[config.mk]
export PLATFORM = sky130hd
export DESIGN_NAME = switch_port_reader
export DESIGN_NICKNAME = d
export VERILOG_FILES = /design/src/rtl/switch_port_reader.sv
export SDC_FILE = /design/constraint.sdc
export NUM_CORES = 1
export LEC_CHECK = 0
export ABC_AREA = 1
export BUFFER_PORTS_ARGS = -buffer_cell sky130_fd_sc_hd__buf_2
export CAP_MARGIN = 10
export CORE_MARGIN = 2
export CORE_UTILIZATION = 55
export DETAILED_ROUTE_END_ITERATION = 10
export PLACE_DENSITY = 0.83
export SLEW_MARGIN = 30
export SYNTH_ARGS = -nofsm -noshare
export SYNTH_HDL_FRONTEND = slang
export SYNTH_SLANG_ARGS = --single-unit
export TNS_END_PERCENT = 1
[constraint.sdc]
create_clock -name clk -period 2.9 [get_ports clk]
set_clock_uncertainty 0.05 [all_clocks]
set_input_delay 0 -clock clk [delete_from_list [all_inputs] [get_ports clk]]
set_output_delay 0 -clock clk [all_outputs]
set_load 0.1 [all_outputs]
[src/rtl/switch_port_reader.sv]
// switch_port_reader: receive-side agent for one switch output port.
// It pulls packets (DA, SA, LEN, LEN payload bytes, FCS) from the switch with
// read strobes and checks the DA and the FCS. Bytes are buffered in a small
// FIFO and streamed downstream with sop/eop/err tags.
// Ports:
//   clk, reset          clock, asynchronous active-high reset
//   ready               switch has a packet queued on this port
//   read                byte request strobe; port is valid the next cycle
//   port                byte from the switch
//   my_addr             expected destination address for this port
//   out_data/out_valid  first-word-fall-through head of the output FIFO
//   out_ready           downstream accepts when out_valid & out_ready
//   out_sop/out_eop     first byte (DA) / last byte (FCS or abort marker)
//   out_err             {timeout, da_mismatch, fcs_err}, meaningful with out_eop
//   pkt_count/err_count saturating counts of clean / errored packets
module switch_port_reader #(
   parameter int unsigned FIFO_DEPTH = 8,
   parameter int unsigned TIMEOUT    = 64,
   parameter int unsigned CNT_W      = 16
) (
   input  logic             clk,
   input  logic             reset,
   input  logic             ready,
   output logic             read,
   input  logic [7:0]       port,
   input  logic [7:0]       my_addr,
   output logic [7:0]       out_data,
   output logic             out_valid,
   input  logic             out_ready,
   output logic             out_sop,
   output logic             out_eop,
   output logic [2:0]       out_err,
   output logic [CNT_W-1:0] pkt_count,
   output logic [CNT_W-1:0] err_count
);

   localparam int unsigned PTR_W  = (FIFO_DEPTH > 1) ? $clog2(FIFO_DEPTH) : 1;
   localparam int unsigned FCNT_W = PTR_W + 1;
   localparam int unsigned IDLE_W = $clog2(TIMEOUT + 1);
   // FIFO entry: {data[7:0], sop, eop, err[2:0]}
   localparam int unsigned ENT_W  = 13;

   typedef enum logic [2:0] {
      S_IDLE,
      S_HDR,
      S_LENW,
      S_BODY,
      S_DRAIN,
      S_ABORT
   } state_t;

   state_t             state_q;
   logic [1:0]         hdr_cnt_q;
   logic [8:0]         remain_q;
   logic               inflight_q;
   logic [IDLE_W-1:0]  idle_q;
   logic               got_da_q;
   logic               da_mis_q;
   logic [7:0]         xor_q;

   logic [ENT_W-1:0]   mem_q [FIFO_DEPTH];
   logic [PTR_W-1:0]   wr_ptr_q;
   logic [PTR_W-1:0]   rd_ptr_q;
   logic [FCNT_W-1:0]  fcnt_q;

   logic [FCNT_W:0]    resv_c;
   logic               rd_permit_c;
   logic               read_c;
   logic               timeout_hit_c;
   logic               land_c;
   logic               da_land_c;
   logic               fcs_land_c;
   logic               abort_push_c;
   logic               push_c;
   logic               pop_c;
   logic [ENT_W-1:0]   push_ent_c;
   logic [ENT_W-1:0]   head_c;
   logic [PTR_W-1:0]   wr_ptr_d;
   logic [PTR_W-1:0]   rd_ptr_d;
   logic [FCNT_W-1:0]  fcnt_d;

   // Read issue: FIFO occupancy plus the byte still in flight reserves space,
   // so a landing byte always has a slot and nothing is ever dropped.
   assign resv_c        = {1'b0, fcnt_q} + (FCNT_W + 1)'(inflight_q);
   assign rd_permit_c   = ((state_q == S_HDR)  && (hdr_cnt_q < 2'd3)) ||
                          ((state_q == S_BODY) && (remain_q != 9'd0));
   assign read_c        = ready && rd_permit_c && (resv_c < (FCNT_W + 1)'(FIFO_DEPTH));
   // read follows the current ready so no strobe is ever issued against an empty queue
   assign read          = read_c;

   assign timeout_hit_c = ((state_q == S_HDR) || (state_q == S_BODY)) && !ready &&
                          (idle_q == IDLE_W'(TIMEOUT - 1));

   // Landing: the byte requested last cycle is on port now
   assign land_c        = inflight_q;
   assign da_land_c     = land_c && !got_da_q;
   assign fcs_land_c    = land_c && (state_q == S_DRAIN);
   // The abort marker is not covered by the read reservation, so wait for room
   assign abort_push_c  = (state_q == S_ABORT) && !inflight_q &&
                          (fcnt_q < FCNT_W'(FIFO_DEPTH));
   assign push_c        = land_c || abort_push_c;
   assign pop_c         = out_valid && out_ready;

   // Entry being written this cycle
   always_comb begin
      push_ent_c = '0;
      if (abort_push_c) begin
         push_ent_c = {8'h00, 1'b0, 1'b1, 1'b1, da_mis_q, 1'b0};
      end else if (land_c) begin
         push_ent_c = {port, da_land_c, fcs_land_c, 1'b0,
                       fcs_land_c & da_mis_q,
                       fcs_land_c & ((xor_q ^ port) != 8'h00)};
      end
   end

   // FIFO pointer/count next state and the head the output register will show
   always_comb begin
      rd_ptr_d = pop_c  ? rd_ptr_q + PTR_W'(1) : rd_ptr_q;
      wr_ptr_d = push_c ? wr_ptr_q + PTR_W'(1) : wr_ptr_q;
      fcnt_d   = fcnt_q + FCNT_W'(push_c) - FCNT_W'(pop_c);
      if (fcnt_d == '0) begin
         head_c = '0;
      end else if (push_c && (wr_ptr_q == rd_ptr_d)) begin
         // the entry written now becomes the head: bypass the array
         head_c = push_ent_c;
      end else begin
         head_c = mem_q[rd_ptr_d];
      end
   end

   // FIFO storage
   always_ff @(posedge clk) begin
      if (push_c) begin
         mem_q[wr_ptr_q] <= push_ent_c;
      end
   end

   // Packet FSM and per-packet state
   always_ff @(posedge clk or posedge reset) begin
      if (reset) begin
         state_q    <= S_IDLE;
         hdr_cnt_q  <= 2'd0;
         remain_q   <= 9'd0;
         inflight_q <= 1'b0;
         idle_q     <= '0;
         got_da_q   <= 1'b0;
         da_mis_q   <= 1'b0;
         xor_q      <= 8'h00;
      end else begin
         inflight_q <= read_c;

         if (land_c) begin
            xor_q <= xor_q ^ port;
         end
         if (da_land_c) begin
            got_da_q <= 1'b1;
            da_mis_q <= (port != my_addr);
         end

         // idle counter: any read clears it, ready low while requesting counts up
         if (read_c) begin
            idle_q <= '0;
         end else if (((state_q == S_HDR) || (state_q == S_BODY)) && !ready) begin
            idle_q <= idle_q + IDLE_W'(1);
         end

         case (state_q)
            S_IDLE: begin
               hdr_cnt_q <= 2'd0;
               idle_q    <= '0;
               got_da_q  <= 1'b0;
               da_mis_q  <= 1'b0;
               xor_q     <= 8'h00;
               if (ready) begin
                  state_q <= S_HDR;
               end
            end
            S_HDR: begin
               if (timeout_hit_c) begin
                  state_q <= S_ABORT;
               end else if (read_c) begin
                  hdr_cnt_q <= hdr_cnt_q + 2'd1;
                  if (hdr_cnt_q == 2'd2) begin
                     state_q <= S_LENW;
                  end
               end
            end
            S_LENW: begin
               // LEN lands here; payload plus FCS still to fetch
               if (land_c) begin
                  remain_q <= {1'b0, port} + 9'd1;
                  state_q  <= S_BODY;
               end
            end
            S_BODY: begin
               if (timeout_hit_c) begin
                  state_q <= S_ABORT;
               end else if (read_c) begin
                  remain_q <= remain_q - 9'd1;
                  if (remain_q == 9'd1) begin
                     state_q <= S_DRAIN;
                  end
               end
            end
            S_DRAIN: begin
               if (land_c) begin
                  state_q <= S_IDLE;
               end
            end
            S_ABORT: begin
               if (abort_push_c) begin
                  state_q <= S_IDLE;
               end
            end
            default: begin
               state_q <= S_IDLE;
            end
         endcase
      end
   end

   // FIFO pointers, registered head view and packet counters
   always_ff @(posedge clk or posedge reset) begin
      if (reset) begin
         wr_ptr_q  <= '0;
         rd_ptr_q  <= '0;
         fcnt_q    <= '0;
         out_valid <= 1'b0;
         out_data  <= 8'h00;
         out_sop   <= 1'b0;
         out_eop   <= 1'b0;
         out_err   <= 3'b000;
         pkt_count <= '0;
         err_count <= '0;
      end else begin
         wr_ptr_q  <= wr_ptr_d;
         rd_ptr_q  <= rd_ptr_d;
         fcnt_q    <= fcnt_d;
         out_valid <= (fcnt_d != '0);
         {out_data, out_sop, out_eop, out_err} <= head_c;

         // packets are counted when their eop entry leaves the FIFO
         if (pop_c && out_eop) begin
            if (out_err != 3'b000) begin
               if (err_count != '1) begin
                  err_count <= err_count + CNT_W'(1);
               end
            end else begin
               if (pkt_count != '1) begin
                  pkt_count <= pkt_count + CNT_W'(1);
               end
            end
         end
      end
   end

endmodule

== Word-level counts from Yosys, hierarchy flattened ==
Memory sizes are Yosys's and may differ from the RTL's.
Index checks and enable logic that the tools add are counted.

* Flip-flop bits (word level): 88
* Memory bits (writable): 104
* Input bits: 20
* Output and inout port bits: 47
* Logic and storage cells: 130
* Memories kept: 1

* Add/subtract/negate cells: 11
* Magnitude comparators: 3
* Equality and inequality tests: 24
* Multiplexer cells: 34
* Bitwise operators: 4
* Reduce and logical (&&, ||, !) cells: 35

{| class="wikitable"
|+ Memory list
! name !! words !! width !! read ports !! clocked after Yosys merged registers in !! wr ports !! line !! RTL
|-
| mem_q || 8 || 13 || 1 || 0 || 1 || 61 || <nowiki>logic [ENT_W-1:0] mem_q [FIFO_DEPTH];</nowiki>
|}

{| class="wikitable"
|+ Operator list
! operator !! number
|-
| 13-bit two-way mux || 4
|-
| 3-bit two-way mux || 11
|-
| 16-bit by 1-bit adder with 16-bit output, second input constant || 2
|-
| 16-bit != test, second input constant || 2
|-
| 9-bit two-way mux || 3
|-
| 7-bit two-way mux || 3
|-
| 3-bit case mux with 6 select lines || 1
|-
| 9-bit case mux with 2 select lines || 1
|-
| 8-bit two-way mux || 2
|-
| 2-bit != test, second input constant || 8
|-
| 1-bit logical AND || 13
|-
| 8-bit by 1-bit adder with 9-bit output, second input constant || 1
|-
| 9-bit by 1-bit equality test with 1-bit output, second input constant || 1
|-
| 3-bit AND reduction || 3
|-
| 9-bit nonzero test || 1
|-
| 9-bit by 1-bit subtractor with 9-bit output, second input constant || 1
|-
| 8-bit != test || 1
|-
| 8-bit AND reduction || 1
|-
| 2-bit nonzero test || 4
|-
| 8-bit nonzero test || 1
|-
| 8-bit bitwise XOR || 1
|-
| 7-bit by 1-bit adder with 7-bit output, second input constant || 1
|-
| 7-bit by 6-bit equality test with 1-bit output, second input constant || 1
|-
| 3-bit by 1-bit adder with 3-bit output, second input constant || 2
|-
| other kinds (26) || 42
|}

== Logic depth before layout (Yosys ltp) ==
Gate-level depths: netlist of run 1.

* Depth in word-level cells: 8
* Mapped depth: 15
* Depth with buffers taken out: 14

== Worst setup path after synthesis of run 1 ==
Ideal clock, no wire load.

* Path kind: register to register
* Start point: reg out_valid
* End point: reg out_data[0]
* Library setup time: 0.071 ns
* Arrival: 2.931 ns
* Required time: 2.779 ns
* Path slack: -0.152 ns
* Stages on the path, launching flop included: 14
* Path buffers: 1
* Clock period less this slack: 3.052 ns
* Path through: dfrtp_1 > nand2_2 > clkinv_2 > ha_1 > inv_1 > ha_1 > inv_1 > fa_1 > xnor2_1 > nor3_1 > nand2_1 > clkbuf_1 > nand2_1 > nor2_1

* Elaborated cells on any way between the ends: 9
* Those cells by class: add/sub: 1; eq/ne: 1; mux: 3; reduce/logical: 3; memory: 1

{| class="wikitable"
|+ RTL lines
! element !! line !! RTL
|-
| from (decl) || 28 || <nowiki>output logic out_valid,</nowiki>
|-
| from (signal assigned) || 239 || <nowiki>out_valid <= (fcnt_d != '0);</nowiki>
|-
| 1-bit logical AND || 102 || <nowiki>assign pop_c = out_valid && out_ready;</nowiki>
|-
| 4-bit by 1-bit subtractor with 4-bit output || 120 || <nowiki>fcnt_d = fcnt_q + FCNT_W'(push_c) - FCNT_W'(pop_c);</nowiki>
|-
| via fcnt_d[2] || 80 || <nowiki>logic [FCNT_W-1:0] fcnt_d;</nowiki>
|-
| 4-bit zero test || 121 || <nowiki>if (fcnt_d == '0) begin</nowiki>
|-
| 13-bit two-way mux || 121 ||
|-
| via head_c[5] || 77 || <nowiki>logic [ENT_W-1:0] head_c;</nowiki>
|-
| to (signal assigned) || 229 || <nowiki>out_data <= 8'h00;</nowiki>
|-
| to (signal assigned) || 240 || <nowiki>{out_data, out_sop, out_eop, out_err} <= head_c;</nowiki>
|-
| to (decl) || 27 || <nowiki>output logic [7:0] out_data,</nowiki>
|}

The timed path passes the listed nets, and every way through them passes these cells.
A chain may end at the register's enable or synchronous reset.

== Worst setup path after layout of run 1 ==
* Start point: reg fcnt_q[3]
* End point: reg out_err[2]

* Longest elaborated chain between the ends: 7
* Elaborated cells on any way between the ends: 10
* Those cells by class: add/sub: 2; order compare: 1; mux: 3; reduce/logical: 4

{| class="wikitable"
|+ RTL lines
! element !! line !! RTL
|-
| from (decl) || 64 || <nowiki>logic [FCNT_W-1:0] fcnt_q;</nowiki>
|-
| from (signal assigned) || 238 || <nowiki>fcnt_q <= fcnt_d;</nowiki>
|-
| 4-bit less-than comparator || 100 || <nowiki>(fcnt_q < FCNT_W'(FIFO_DEPTH));</nowiki>
|-
| 1-bit logical AND || 99 || <nowiki>assign abort_push_c = (state_q == S_ABORT) && !inflight_q &&</nowiki>
|-
| 1-bit logical OR || 101 || <nowiki>assign push_c = land_c || abort_push_c;</nowiki>
|-
| 4-bit by 1-bit adder with 4-bit output || 120 ||
|-
| 4-bit by 1-bit subtractor with 4-bit output || 120 ||
|-
| via fcnt_d[1] || 80 ||
|-
| 4-bit zero test || 121 ||
|-
| 13-bit two-way mux || 121 ||
|-
| via head_c[2] || 77 ||
|-
| to (signal assigned) || 232 || <nowiki>out_err <= 3'b000;</nowiki>
|-
| to (signal assigned) || 240 ||
|-
| to (decl) || 32 || <nowiki>output logic [2:0] out_err,</nowiki>
|}

The timed path passes the listed nets, and every way through them passes these cells.

==> impl_metrics.sql, run 1 <==
INSERT INTO impl_metrics (metric_group, metric, value, unit) VALUES
('status', 'outcome', 'complete, no violations', ''),
('cells_and_area', 'final_cell_count_no_fill', '1336', ''),
('synthesis', 'ys_types', '41', ''),
('floorplan', 'rows', '47', ''),
('global_route', 'global_routing_usage_summed_across_all_routing_layers', '25.13', '%'),
('placed_design', 'place_hpwl', '13.80', 'mm'),
('cells_and_area', 'finalInstanceArea', '10790', 'um2'),
('route', 'antenna_left', '0', ''),
('clock_network', 'cts_buffers', '17', ''),
('synthesis', 'syn_avg_cell_area', '9.225', 'um2'),
('floorplan', 'die-height', '134.3', 'um'),
('floorplan', 'design.die.area', '18030', 'um2'),
('clock_network', 'clock_insertion_delay_worst_skew', '0.43', 'ns'),
('run', 'maxCapViolCount', '0', ''),
('route', 'drc_violations', '0', ''),
('worst_setup_path', 'startpoint_type', 'flop', ''),
('placed_design', 'globalplace.congestion', '0.8806', ''),
('sta', 'finalCritPeriodShare', '97.29', '%'),
('clock_network', 'cts_root_buffer', 'clkbuf_16', ''),
('synthesis', 'synth_top_area_share', '33.45', '%'),
('route', 'vias', '7356', ''),
('route', 'drt_first_pass_iters', '5', ''),
('cells_and_area', 'antennaDiodeCount', '0', ''),
('synthesis', 'yosys_register_bits', '192', ''),
('synthesis', 'syn-num-nets', '1050', ''),
('worst_setup_path', 'critPathMaxFanout', '7', ''),
('sta', 'postLayoutSetupSlackWorst', '0.07845', 'ns'),
('worst_hold_path', 'worstHoldStart', 'port[3]', ''),
('sta', 'slew-limit-headroom', '51.12', '%'),
('synthesis', 'yosysWarnings', '0', ''),
('worst_hold_path', 'hold_path_class', 'input pin to flop', ''),
('pwr', 'total_power', '11.32', 'mW'),
('worst_setup_path', 'worstSetupStartpoint', 'fcnt_q[3]$_DFF_PP0_', ''),
('global_route', 'first_global_vias', '7183', ''),
('global_route', 'grt_remaining_overflow', '0', ''),
('clock_network', 'htreeDepth', '4', ''),
('cells_and_area', 'final_util', '65.04', '%'),
('placed_design', 'pre_cts_slack', '-0.08899', 'ns'),
('worst_setup_path', 'worstPathArrival', '3.09', 'ns'),
('placed_design', 'port_buffers', '66', ''),
('route', 'drt_first_iter_violations', '746', ''),
('floorplan', 'core_area', '16580', 'um2'),
('floorplan', 'io-pin-count', '67', ''),
('pwr', 'power_per_cell_area', '1050', 'nW/um2'),
('pwr', 'power.leakage', '4.906', 'nW'),
('worst_setup_path', 'worst-endpoint-required', '3.16', 'ns'),
('global_route', 'wire_length_of_the_first_global_routing_pass', '35.13', 'mm'),
('sta', 'worst_slew_pin_slew', '0.7276', 'ns'),
('global_route', 'number_of_antenna_violations_at_the_first_check_in_global_routing', '0', ''),
('pwr', 'vdd_ir_drop_max', '1.401', 'mV'),
('sta', 'maxSlewViolCount', '0', ''),
('placed_design', 'area_after_dpl', '9943', 'um2'),
('route', 'routed_wl', '22.05', 'mm'),
('route', 'wire_per_inst', '16.50', 'um'),
('cells_and_area', 'num-nets-final', '1141', ''),
('clock_network', 'cts_tree', 'yes', ''),
('cells_and_area', 'area_growth', '15.53', '%'),
('clock_network', 'clock_sinks', '192', ''),
('sta', 'finalSetupViolCount', '0', ''),
('placed_design', 'dp.cells', '1287', ''),
('sta', 'finalHoldViolations', '0', ''),
('floorplan', 'dieWidth', '134.3', 'um'),
('route', 'detail_route.vias_per_cell', '5.506', ''),
('synthesis', 'syn-instance-count', '1012', ''),
('worst_setup_path', 'worstReg2RegStart', 'fcnt_q[3]$_DFF_PP0_', ''),
('synthesis', 'post_synth_instance_area', '9335', 'um2'),
('synthesis', 'post-synth-top-area-cell', 'edfxtp_1', ''),
('synthesis', 'ys_seq_area_share', '57.04', '%'),
('sta', 'layout_min_cycle_time', '2.822', 'ns'),
('cells_and_area', 'final.fill_count', '1282', ''),
('worst_setup_path', 'setup.worst_path.class', 'flop to flop', ''),
('cells_and_area', 'drive_gt1_share', '14.96', '%'),
('worst_setup_path', 'worstSetupEndpointType', 'flop', ''),
('global_route', 'largest_net_degree_at_the_start_of_global_routing', '53', ''),
('clock_network', 'ctsLongestPathBuffers', '2', ''),
('synthesis', 'synthTopCellsByArea', 'edfxtp_1 (33%), dfrtp_1 (24%), nand2_1 (13%)', ''),
('sta', 'max_clock_freq', '354.4', 'MHz'),
('clock_network', 'clk_transition_reported_paths', '0.07', 'ns'),
('floorplan', 'floorplan.initialDensity', '56.29', '%');
==> final timing paths <==
check                                             to  slack, ns  cells after the start
max in group asynchronous        fcnt_q[3]$_DFF_PP0_       1.93                      4
setup reg to reg                out_err[2]$_DFF_PP0_       0.08                     14
hold / removal               remain_q[3]$_DFFE_PP0P_       0.07                      4
min in group asynchronous  pkt_count[12]$_DFFE_PP0P_       0.16                      3
hold reg to reg              remain_q[8]$_DFFE_PP0P_       0.45                      2
setup / recovery                out_err[2]$_DFF_PP0_       0.08                     14
==> layout make-up <==
type | count | area [um2] | area share [%]
flip-flops and latches | 192 | 5326 | 49.39
multi-input cells | 704 | 3567 | 33.07
repair buffers | 101 | 638.1 | 5.916
clock buffers | 18 | 439.2 | 4.072
inverters | 87 | 329.1 | 3.051
well taps | 220 | 275.3 | 2.552
clock inverters | 14 | 210.2 | 1.949
==> Yosys cell counts <==
master and instances:
buf_2 16, nor2_8 1, a21oi_1 29, fa_1 1, or2_2 2, o21ai_2 9, xnor2_1 24, nor2b_1 1
xor2_1 28, dfrtp_1 88, nor2_2 1, ha_1 17, inv_1 79, nand2_4 2, mux2i_1 1, o22ai_1 3
clkbuf_1 10, a31oi_1 1, nand3_2 3, inv_2 7, o21ai_4 1, o21bai_1 1, or2_1 1, o21ai_0 22
nor2_1 88, nand3_4 1, nor3b_1 1, nand3b_1 1, edfxtp_1 104, clkinv_2 1, buf_4 2, a22oi_1 1
and2_0 1, nand3_1 99, nand2_2 10, nand4_1 16, nor3_1 17, nor2_4 2, buf_6 2, nand2_1 317
nor3_2 1
==> logic make-up after synthesis <==
family	count (synthesis)	share of synthesized area (%)
AOI/OAI and AO/OA	67	4.182
xor gates and xnor gates	52	4.879
adders and majority gates	18	2.493
buffers and inverters	117	5.174
DFF	192	57.04
muxes	1	0.1072
and+or+nand+nor	565	26.12
==> cell usage in the layout (no fill, tap or decap), drive strengths merged <==
| cell type | instances |
|---|---|
| nor2b | 1 |
| o22ai | 3 |
| mux2i | 1 |
| nor3b | 1 |
| nor3 | 18 |
| nand4 | 16 |
| nand3 | 103 |
| edfxtp | 104 |
| a22oi | 1 |
| clkinvlp | 1 |
| nor2 | 92 |
| a31oi | 1 |
| fa | 1 |
| nand3b | 1 |
| bufinv | 5 |
| dfrtp | 88 |
| inv | 87 |
| ha | 17 |
| nand2 | 330 |
| clkinv | 8 |
| o21ai | 32 |
| dlygate4sd3 | 13 |
| clkbuf | 18 |
| a21oi | 29 |
| or2 | 3 |
| xnor2 | 24 |
| and2 | 1 |
| buf | 88 |
| o21bai | 1 |
| xor2 | 28 |
==> worst max-delay path, stage by stage (launching register included) <==
cell     delay [ns]
dfrtp_1        0.42
inv_2          0.09
nand4_1        0.14
nand2_2        0.11
inv_1          0.08
ha_1           0.32
inv_1          0.06
ha_1           0.17
inv_1          0.07
fa_1           0.49
inv_1          0.08
nor3_4         0.30
nand2_4        0.15
nand2_1        0.12
nor2_1         0.06
==> flip-flops by register name, indices dropped and copies added, names as in the netlist, 2 cells and up <==
name and count:
out_err 3, remain_q 9, xor_q 8, state_q 3, hdr_cnt_q 2, wr_ptr_q 3, pkt_count 16, rd_ptr_q 3
err_count 16, out_data 8, fcnt_q 4, mem_q 104, idle_q 7
==> metal layers <==
metal	wire length, um	up-vias	global-route usage [%]
met2	11150	301	42.94
met1	8707	3522	32.27
met3	1739	38	4.497
li1	-	3495	-
met5	0	-	0
met4	450	0	9.123
==> power breakdown <==
| part | switching [mW] | internal [mW] |
|---|---|---|
| Clock | 1.02 | 1.55 |
| Sequential | 0.370 | 3.41 |
| Combinational | 3.71 | 1.27 |
| Total | 5.09 | 6.23 |
==> through the flow <==
step,hold WS (ns),TNS [ns]
floorplan,0.1269,0
CTS,0.05897,-0.002327
global placement,0.07076,0
finish,0.07414,0
global route,0.1023,-0.009894
detailed placement,0.07720,-0.9552
==> timing repair <==
action / CTS / global route
hold endpoints to repair: 56 / 0
cloned: 1 / 0
resized for setup: 4 / 5
pin swaps: 1 / 1
hold buffers: 13 / 0
setup buffers: 0 / 3
endpoints found under the setup margin: 14 / 13
(Power assumes the default switching activity.)
==> run 2: changes to the inputs <==
- BUFFER_PORTS_ARGS: -buffer_cell sky130_fd_sc_hd__buf_2 -> default
- DONT_BUFFER_PORTS: default -> 1
- PLACE_DENSITY: 0.83 -> 0.79
- REMOVE_ABC_BUFFERS: default -> 1
==> run 2 against run 1 <==
Sequential share of layout area up 0.62 points. Register-to-register slack better by 0.07 ns. Setup slack better by 0.068 ns. Count of clock-buffer cells in the layout up 3. Final cell count down 1.9%.
==> impl_metrics.sql, run 2 (synthesis results as in run 1) <==
INSERT INTO impl_metrics (metric_group, metric, value, unit) VALUES
('route', 'drt_first_pass_iters', '5', ''),
('pwr', 'power.leakage', '4.765', 'nW'),
('clock_network', 'cts_buffers', '17', ''),
('pwr', 'intPower', '5.866', 'mW'),
('floorplan', 'dieWidth', '134.3', 'um'),
('worst_setup_path', 'cp_slowest_stage_delay', '0.47', 'ns'),
('run', 'maxCapViolCount', '0', ''),
('sta', 'finalSetupViolCount', '0', ''),
('global_route', 'number_of_antenna_violations_at_the_first_check_in_global_routing', '0', ''),
('placed_design', 'place_hpwl', '14.23', 'mm'),
('global_route', 'first_global_vias', '6916', ''),
('pwr', 'p_clk_share', '20.9', '%'),
('sta', 'max_clock_freq', '363.2', 'MHz'),
('floorplan', 'design.die.area', '18030', 'um2'),
('pwr', 'power.switching', '4.944', 'mW'),
('floorplan', 'io-pin-count', '67', ''),
('route', 'wire_per_inst', '16.21', 'um'),
('floorplan', 'core_area', '16580', 'um2'),
('global_route', 'grt_remaining_overflow', '0', ''),
('worst_hold_path', 'worstHoldStart', 'port[2]', ''),
('worst_setup_path', 'worstSetupEndpointType', 'flop', ''),
('placed_design', 'port_buffers', '0', ''),
('sta', 'maxSlewViolCount', '0', ''),
('clock_network', 'clock_insertion_delay_worst_skew', '0.43', 'ns'),
('cells_and_area', 'max_flop_register', 'mem_q', ''),
('sta', 'layout_min_cycle_time', '2.753', 'ns'),
('pwr', 'share_of_power_burned_in_combinational_logic', '40.1', '%'),
('clock_network', 'htreeDepth', '4', ''),
('worst_setup_path', 'worst-endpoint-required', '3.17', 'ns'),
('sta', 'finalCritPeriodShare', '94.95', '%'),
('pwr', 'vdd_ir_drop_max', '0.5455', 'mV'),
('global_route', 'met2_usage', '41.61', '%'),
('clock_network', 'clk_transition_reported_paths', '0.07', 'ns'),
('clock_network', 'ctsLongestPathBuffers', '2', ''),
('status', 'outcome', 'complete, no violations', ''),
('worst_hold_path', 'hold-path-cell-count', '6', ''),
('sta', 'grt_setup_unrepaired', 'false', ''),
('sta', 'slew-limit-headroom', '37.25', '%'),
('cells_and_area', 'area_growth', '14.07', '%'),
('global_route', 'global_routing_usage_summed_across_all_routing_layers', '24.51', '%'),
('worst_setup_path', 'startpoint_type', 'flop', ''),
('worst_setup_path', 'setup.worst_path.class', 'flop to flop', ''),
('cells_and_area', 'layout_top_registers', 'mem_q: 104 flops, err_count: 16 flops, pkt_count: 16 flops', ''),
('placed_design', 'globalplace.congestion', '0.8381', ''),
('cells_and_area', 'final_cell_mix', 'nand2_1 (316), edfxtp_1 (104), nand3_1 (99)', ''),
('worst_hold_path', 'hold_crit_endpoint', 'remain_q[7]$_DFFE_PP0P_', ''),
('cells_and_area', 'antennaDiodeCount', '0', ''),
('route', 'detail_route.vias_per_cell', '5.441', ''),
('clock_network', 'cts_root_buffer', 'clkbuf_16', ''),
('worst_setup_path', 'cp_common_cell', 'inv_1', ''),
('cells_and_area', 'commonest_non_fill_non_tap_cell_in_the_layout', 'nand2_1', ''),
('cells_and_area', 'drive_gt1_share', '12.20', '%'),
('worst_setup_path', 'critPathMaxFanout', '8', ''),
('worst_setup_path', 'ff2ff_path_depth', '15', ''),
('route', 'antenna_left', '0', ''),
('cells_and_area', 'largest_register_ffs', '104', ''),
('worst_hold_path', 'hold_path_class', 'input pin to flop', ''),
('pwr', 'power.switching_fraction', '45.73', '%'),
('worst_setup_path', 'slowest_stage', 'fa_1', ''),
('worst_setup_path', 'worstPathArrival', '3.02', 'ns'),
('worst_setup_path', 'worstSetupStartpoint', 'state_q[1]$_DFFE_PP0P_', ''),
('global_route', 'largest_net_degree_at_the_start_of_global_routing', '67', ''),
('floorplan', 'die-height', '134.3', 'um'),
('sta', 'finalHoldViolations', '0', ''),
('global_route', 'use_met3', '6.652', '%'),
('sta', 'fin_worst_hold_slack', '0.02128', 'ns'),
('route', 'routed_wl', '21.24', 'mm'),
('global_route', 'global_route.usage.met1', '30.25', '%'),
('worst_setup_path', 'critical_path.cell_chain', 'inv_2 -> nand4_1 -> nand2_1 -> inv_1 -> ha_1 -> inv_1 -> ha_1 -> inv_1 -> fa_1 -> inv_1 -> nor3_1 -> nand2_2 -> buf_4 -> nand2_1 -> nor2_1', ''),
('pwr', 'seq_power_share', '38.9', '%'),
('route', 'drt_first_iter_violations', '570', ''),
('worst_setup_path', 'worstReg2RegEnd', 'out_eop$_DFF_PP0_', ''),
('clock_network', 'clock_sinks', '192', ''),
('worst_setup_path', 'worstReg2RegStart', 'state_q[1]$_DFFE_PP0P_', ''),
('global_route', 'top_usage_layer', 'met2', ''),
('route', 'vias', '7128', ''),
('clock_network', 'cts_tree', 'yes', ''),
('route', 'drc_violations', '0', ''),
('worst_setup_path', 'r2r_setup_slack', '0.15', 'ns'),
('placed_design', 'pre_cts_slack', '0.001392', 'ns'),
('pwr', 'power_per_cell_area', '1015', 'nW/um2'),
('floorplan', 'floorplan.initialDensity', '56.29', '%'),
('floorplan', 'rows', '47', ''),
('sta', 'postLayoutSetupSlackWorst', '0.1466', 'ns'),
('sta', 'worst_slew_pin_slew', '0.9418', 'ns'),
('global_route', 'wire_length_of_the_first_global_routing_pass', '34.30', 'mm'),
('cells_and_area', 'num-nets-final', '1115', '');
-- run 2: per-stage QoR --
step | cell area (um2) | instances | TNS (ns) | power (mW) | utilization (%)
floorplan | 9180 | 982 | -1.142 | 7.321 | -
global placement | 9933 | 1262 | 0 | 8.308 | 59.90
detailed placement | 9933 | 1262 | 0 | 8.481 | 59.90
CTS | 10630 | 1308 | 0 | 10.79 | 64.12
global route | 10650 | 1310 | 0 | 11.45 | 64.21
finish | 10650 | 1310 | 0 | 10.81 | 64.21
-- run 2: area by class of cell --
type,instances,area (um2)
fillers,1296,5934
flip-flops and latches,192,5325
multi-input cells,703,3530
repair buffers,76,630.6
clock buffers,21,450.4
inverters,87,330.3
well taps,220,275.3
clock inverters,11,107.6
-- run 2: critical path, delay by kind of cell, from the launching register on --
kind	cells	cell delay, ns
fa+ha+maj	3	0.93
simple gates	6	0.67
buf+inv	6	0.57
flops	1	0.43
-- run 2: worst max path at each step --
stage	to	slack, ns
global placement	out_err[0]$_DFF_PP0_	0.11
finish	out_eop$_DFF_PP0_	0.15
CTS	out_data[7]$_DFF_PP0_	0.08
floorplan	out_data[0]$_DFF_PP0_	-0.09
global route	out_eop$_DFF_PP0_	0.01
detailed placement	out_data[2]$_DFF_PP0_	0.001
-- run 2: power groups by stage --
| stage | Combinational (mW) | Sequential [mW] | Clock (mW) |
|---|---|---|---|
| after detailed placement | 4.23 | 4.25 | 0 |
| final | 4.34 | 4.21 | 2.26 |
| after global routing | 4.78 | 4.26 | 2.41 |
| after global placement | 4.08 | 4.23 | 0 |
| after floorplan | 2.45 | 4.87 | 0 |
| after CTS | 4.30 | 4.21 | 2.28 |
-- run 2: layer usage --
metal  vias to the layer above  share of wire, %  routed length [um]
li1                       3431                 -                   -
met1                      3405                41                8650
met2                       255                49               10510
met3                        37               7.4                1565
met4                         0               2.4                 510
met5                         -                 0                   0
-- run 2: repair_timing --
item / in CTS / in global routing
hold buffers: 14 / 0
resized for setup: 1 / 0
buffers inserted: 0 / 2
endpoints found under the setup margin: 13 / 13
endpoints found under the hold margin: 149 / 0
cloned: 0 / 0
